[config.mk]
export PLATFORM = sky130hd
export DESIGN_NAME = uart_baud_gen
export DESIGN_NICKNAME = d
export VERILOG_FILES = /design/src/rtl/uart_pkg.sv /design/src/rtl/uart_tick_counter.sv /design/src/rtl/uart_baud_gen.sv
export SDC_FILE = /design/constraint.sdc
export NUM_CORES = 1
export LEC_CHECK = 0
export BUFFER_PORTS_ARGS = -buffer_cell sky130_fd_sc_hd__buf_2
export CAP_MARGIN = 10
export CORE_ASPECT_RATIO = 0.75
export CORE_UTILIZATION = 55
export DETAILED_ROUTE_END_ITERATION = 10
export GPL_TIMING_DRIVEN = 0
export HOLD_SLACK_MARGIN = 0.05
export MAX_ROUTING_LAYER = met4
export PLACE_DENSITY = 0.72
export SYNTH_ARGS = -nofsm -noshare
export SYNTH_HDL_FRONTEND = slang
export SYNTH_HIERARCHICAL = 1
export SYNTH_SLANG_ARGS = --single-unit
[constraint.sdc]
create_clock -name clk_in -period 8.4 [get_ports clk_in]
set_input_delay 2.1 -clock clk_in [delete_from_list [all_inputs] [get_ports clk_in]]
set_output_delay 2.1 -clock clk_in [all_outputs]
set_load 0.02 [all_outputs]
[src/rtl/uart_pkg.sv]
// Shared types and elaboration-time helpers for the UART baud-rate generator.
// Divisor tables are built by the top from these rates and its own parameters.
package uart_pkg;

    typedef enum logic [1:0] {
        BAUD_9600   = 2'd0,
        BAUD_19200  = 2'd1,
        BAUD_57600  = 2'd2,
        BAUD_115200 = 2'd3
    } baud_sel_t;

    localparam int unsigned BAUD_RATES [4] = '{32'd9600, 32'd19200, 32'd57600, 32'd115200};

    // Nearest-integer division, used only on constants at elaboration.
    function automatic int unsigned div_round(input int unsigned clk, input int unsigned rate);
        return (clk + rate / 2) / rate;
    endfunction

endpackage

[src/rtl/uart_tick_counter.sv]
// Generic mod-n counter with synchronous clear and a registered wrap strobe.
// The strobe is high in exactly the cycle the count shows n-1.
module uart_tick_counter #(
    parameter int unsigned DIV_W = 16
) (
    input  logic             clk_in,
    input  logic             rst_n,
    input  logic             en,
    input  logic             clr,
    input  logic [DIV_W-1:0] n,
    output logic [DIV_W-1:0] count,
    output logic             wrap
);

    logic [DIV_W-1:0] count_d;
    logic             wrap_d;

    always_comb begin
        count_d = '0;
        if (en && !clr && (count < n - DIV_W'(1))) begin
            count_d = count + DIV_W'(1);
        end
    end

    assign wrap_d = en && !clr && (count_d == n - DIV_W'(1));

    always_ff @(posedge clk_in) begin
        if (!rst_n) begin
            count <= '0;
            wrap  <= 1'b0;
        end else begin
            count <= count_d;
            wrap  <= wrap_d;
        end
    end

endmodule

[src/rtl/uart_baud_gen.sv]
// UART baud-rate generator: TX bit clock/strobe and RX oversample/mid-bit strobes
// with a rate select that is only latched while both directions are idle.
module uart_baud_gen
    import uart_pkg::*;
#(
    parameter int unsigned CLK_FREQ   = 50_000_000,
    parameter int unsigned OVERSAMPLE = 16,
    parameter int unsigned DIV_W      = 16
) (
    input  logic       clk_in,
    input  logic       rst_n,
    input  logic [1:0] baud_sel,
    input  logic       tx_active,
    input  logic       rx_active,
    input  logic       rx_restart,
    output logic       tx_clk,
    output logic       tx_tick,
    output logic       rx_os_tick,
    output logic       rx_sample_tick
);

    localparam int unsigned IDX_W = $clog2(OVERSAMPLE);

    localparam logic [DIV_W-1:0] TX_DIV_TABLE [4] = '{
        DIV_W'(div_round(CLK_FREQ, BAUD_RATES[0])),
        DIV_W'(div_round(CLK_FREQ, BAUD_RATES[1])),
        DIV_W'(div_round(CLK_FREQ, BAUD_RATES[2])),
        DIV_W'(div_round(CLK_FREQ, BAUD_RATES[3]))
    };

    localparam logic [DIV_W-1:0] OS_DIV_TABLE [4] = '{
        DIV_W'(div_round(CLK_FREQ, BAUD_RATES[0] * OVERSAMPLE)),
        DIV_W'(div_round(CLK_FREQ, BAUD_RATES[1] * OVERSAMPLE)),
        DIV_W'(div_round(CLK_FREQ, BAUD_RATES[2] * OVERSAMPLE)),
        DIV_W'(div_round(CLK_FREQ, BAUD_RATES[3] * OVERSAMPLE))
    };

    baud_sel_t        baud_q;
    logic [DIV_W-1:0] tx_div;
    logic [DIV_W-1:0] tx_half;
    logic [DIV_W-1:0] os_div;
    logic [DIV_W-1:0] tx_cnt;
    logic [DIV_W-1:0] os_cnt;
    logic             tx_wrap;
    logic             os_wrap;
    logic             tx_run_q;
    logic             rx_run_q;
    logic             tx_clr;
    logic             rx_clr;
    logic             tx_clk_q;
    logic             sample_q;
    logic [IDX_W-1:0] os_idx;

    assign tx_div  = TX_DIV_TABLE[baud_q];
    assign tx_half = tx_div >> 1;
    assign os_div  = OS_DIV_TABLE[baud_q];

    // The first active edge restarts the phase, so count 0 is visible right after it.
    assign tx_clr = !tx_run_q;
    assign rx_clr = rx_restart || !rx_run_q;

    uart_tick_counter #(.DIV_W(DIV_W)) u_tx_cnt (
        .clk_in (clk_in),
        .rst_n  (rst_n),
        .en     (tx_active),
        .clr    (tx_clr),
        .n      (tx_div),
        .count  (tx_cnt),
        .wrap   (tx_wrap)
    );

    uart_tick_counter #(.DIV_W(DIV_W)) u_os_cnt (
        .clk_in (clk_in),
        .rst_n  (rst_n),
        .en     (rx_active),
        .clr    (rx_clr),
        .n      (os_div),
        .count  (os_cnt),
        .wrap   (os_wrap)
    );

    always_ff @(posedge clk_in) begin
        if (!rst_n) begin
            baud_q   <= BAUD_9600;
            tx_run_q <= 1'b0;
            rx_run_q <= 1'b0;
            tx_clk_q <= 1'b0;
            os_idx   <= '0;
            sample_q <= 1'b0;
        end else begin
            if (!tx_active && !rx_active) begin
                baud_q <= baud_sel_t'(baud_sel);
            end
            tx_run_q <= tx_active;
            rx_run_q <= rx_active;

            // High for counts 0 .. half-1: rises when the count returns to 0, falls at half.
            if (!tx_active) begin
                tx_clk_q <= 1'b0;
            end else if (tx_clr || tx_wrap) begin
                tx_clk_q <= 1'b1;
            end else if (tx_cnt == tx_half - DIV_W'(1)) begin
                tx_clk_q <= 1'b0;
            end

            // os_idx counts oversample ticks already issued in the current bit.
            if (!rx_active || rx_clr) begin
                os_idx <= '0;
            end else if (os_wrap) begin
                os_idx <= (os_idx == IDX_W'(OVERSAMPLE - 1)) ? '0 : os_idx + 1'b1;
            end

            sample_q <= rx_active && !rx_clr
                        && (os_cnt == os_div - DIV_W'(2))
                        && (os_idx == IDX_W'(OVERSAMPLE / 2 - 1));
        end
    end

    assign tx_clk         = tx_clk_q;
    assign tx_tick        = tx_wrap;
    assign rx_os_tick     = os_wrap;
    assign rx_sample_tick = sample_q;

endmodule

==> flow_summary.yaml <==
run_status:
  status: "complete, no violations"
timing:
  fin_tns_setup_ns: 0
  worst_pin_slew_ns: 1.17
  slew_violations: 0
  layout_min_cycle_time_ns: 6.23
  finalCritPeriodShare: 0.741
  finalSetupViolCount: 0
  hold_viol: 0
  relSlewSlack: 0.210
  max_freq_mhz: 161
  fin_ws_ns: 2.17
  rsz0062_at_grt: "false"
  clock_skew_ns: 0.0109
yosys:
  synth-edff-count: 0
  synthCells: 538
  ys_top_cells_by_area: "dfxtp_1 21%, ha_1 13%, xnor2_1 9.1%"
  avgSynthCellArea_um2: 7.87
  synth_warnings: 6
  synth.most_common_cell: "nor2_1"
  synth_top_area_frac: 0.208
  ys_ff_latch: 44
  async_flop_share: 0
  ys_top_cells_by_count: "62 x nor2_1, 54 x nand2_1, 44 x dfxtp_1, 44 x xnor2_1, 43 x ha_1"
  yosysUniqueCellTypes: 56
  yosys.area.top_type: "dfxtp_1"
  synth-seq-area-share: 0.208
  syn_area_um2: 4240
  ys.flop_type: "dfxtp_1"
worst_hold_path:
  min_path_cells: 2
  holdPathEnd: "os_idx[3]"
  holdCritStartpoint: "os_idx[3]"
  hold_class: "reg2reg"
critical_path:
  startpoint_type: "flip-flop"
  arrival_ns: 6.46
  crit_type: "reg2reg"
  r2r_cells: 17
  r2r_start: "baud_q[1]"
  rr_endpoint: "u_tx_cnt/wrap"
  crit_path_end_kind: "flip-flop"
  cp.required_ns: 8.64
  critical_path.max_fanout: 21
  worst-r2r-setup-slack_ns: 2.17
global_routing:
  grt-ovfl-total: 0
  antenna_found_initial: 0
  grt.total_usage: 0.314
  grt_pass1_vias: 3672
  grt_max_degree: 22
  grt_pass1_wl_um: 18900
cts:
  cts_root_buffer: "clkbuf_8"
  hold_buffers: 0
  cts_made_buffers: 5
  post_cts_buffers: 0
  insertion_delay_ns: 0.30
  clk_path_buf_depth: 2
  path_clk_slew_ns: 0.10
  cts_tree: "done"
  clock-sinks: 44
  ctsResizeCount: 0
  htree_levels: 2
power:
  power_frac_seq: 0.447
  switching_share: 0.302
  p_comb_frac: 0.194
  intPower_w: 0.000332
  power.density_nw_per_um2: 102
  switchingPower_w: 0.000144
  ir_worst_vdd_v: 0.0000837
  power_frac_clock: 0.359
  p_total_w: 0.000476
  p_leak_nw: 1.77
route:
  avgViaCountPerCell: 5.92
  drtPass1Iterations: 5
  wl_per_cell_um: 16.7
  route.detailed.drc: 0
  drtAntennaViolNets: 0
  num_vias: 4097
  drt_iter0_markers: 406
  routed_wl_um: 11500
final_layout:
  drive_gt1_frac: 0.0981
  area_growth_syn_to_layout_pct: 9.98
  postLayoutCoreUtil: 0.630
  final_cell_area_um2: 4660
  fin_nets: 640
  num_antenna_cells: 0
  fillers: 647
floorplan:
  die_area_um2: 8060
  die_width_um: 103
  start_util: 0.573
  row_count: 27
  fp.dieH_um: 78.0
  core_area_um2: 7400
  ioPinCount: 11
placed_design:
  preCtsSetupSlack_ns: 2.47
  hpwl_um: 9030
  gp_congestion: 0.991
  portBuffers: 10
  placed_cell_area_um2: 4540
flow_run:
  cap_viol_max_count: 0
==> kinds of logic (layout without fill, tap and decap cells) <==
| logic type | after synthesis | in the layout | share of synthesized area |
|---|---|---|---|
| xor+xnor | 79 | 79 | 0.177 |
| mux | 2 | 2 | 0.00502 |
| buf+inv | 30 | 48 | 0.0289 |
| flops | 44 | 44 | 0.208 |
| other cells | 2 | 37 | 0.00177 |
| simple gates | 249 | 249 | 0.320 |
| compound gates | 89 | 89 | 0.131 |
| fa+ha+maj | 43 | 43 | 0.127 |
==> layout make-up <==
| class | count | area (µm²) | area share |
|---|---|---|---|
| repair buffers | 10 | 50.0 | 0.0107 |
| multi-input cells | 499 | 3360 | 0.722 |
| inverters | 24 | 90.1 | 0.0193 |
| well taps | 101 | 126 | 0.0271 |
| clock inverters | 3 | 46.3 | 0.00994 |
| flip-flops and latches | 44 | 881 | 0.189 |
| plain buffers | 6 | 32.5 | 0.00698 |
| clock buffers | 5 | 68.8 | 0.0148 |
==> power groups by stage <==
stage,Combinational [W],Clock [W],Sequential (W)
5_1_grt,0.000102,0.000182,0.000213
3_3_place_gp,0.0000845,0,0.000218
6_report,0.0000922,0.000171,0.000213
4_1_cts,0.0000880,0.000172,0.000213
3_5_place_dp,0.0000877,0,0.000218
2_1_floorplan,0.0000671,0,0.000217
==> worst max-delay path by stage <==
stage / depth (start not counted) / end / slack (ns) / startpoint
floorplan: 17 / u_tx_cnt/wrap / 3.70 / baud_q[1]
global placement: 17 / u_tx_cnt/wrap / 2.55 / baud_q[1]
detailed placement: 17 / u_tx_cnt/wrap / 2.47 / baud_q[1]
CTS: 17 / u_tx_cnt/wrap / 2.41 / baud_q[1]
global route: 16 / u_tx_cnt/wrap / 1.83 / baud_q[1]
finish: 17 / u_tx_cnt/wrap / 2.17 / baud_q[1]
==> sequential cells by signal (all words and copies together), names as in the netlist <==
name	cells
u_tx_cnt/wrap	1
os_idx	4
baud_q	2
u_os_cnt/count	16
u_os_cnt/wrap	1
rx_sample_tick	1
tx_run_q	1
rx_run_q	1
tx_clk	1
u_tx_cnt/count	16
==> routing by layer <==
metal,global-route usage,up-vias,part of all wire
met5,-,-,0
met2,0.398,214,0.37
met1,0.497,1868,0.50
met3,0.0595,18,0.11
met4,0.0662,0,0.015
li1,-,1997,-
==> cells in the final DEF (no fill, tap or decap), types with 6 or more instances in the layout <==
cell | synthesis | layout
a21oi_1 | 32 | 32
a31oi_1 | 7 | 7
buf_2 | 2 | 12
conb_1 | 2 | 37
dfxtp_1 | 44 | 44
ha_1 | 43 | 43
inv_1 | 24 | 24
nand2_1 | 54 | 54
nand3_1 | 24 | 24
nand4_1 | 17 | 17
nor2_1 | 62 | 62
nor3_1 | 19 | 19
nor4_1 | 17 | 17
o21ai_0 | 14 | 14
xnor2_1 | 44 | 44
xor2_1 | 27 | 27
xor2_2 | 6 | 6
==> worst max-delay path, cell delays in order, from the launching register on <==
cell	delay, ns
dfxtp_1	0.83
inv_1	0.35
ha_1	0.61
nor2_1	0.41
inv_1	0.23
nor3_2	0.44
nand3_1	0.16
xnor2_1	0.42
inv_1	0.09
ha_1	0.30
a21oi_1	0.07
o21ai_0	0.16
a21oi_1	0.08
o21ai_0	0.92
a21oi_1	0.08
o22a_2	0.29
a221oi_1	0.44
and4_1	0.28
==> stage by stage <==
stage / std cells / hold slack (ns)
floorplan: 573 / 0.472
global placement: 684 / 0.501
detailed placement: 684 / 0.513
CTS: 692 / 0.529
global route: 692 / 0.573
finish: 692 / 0.533
Power figures use the tool's default switching activity.
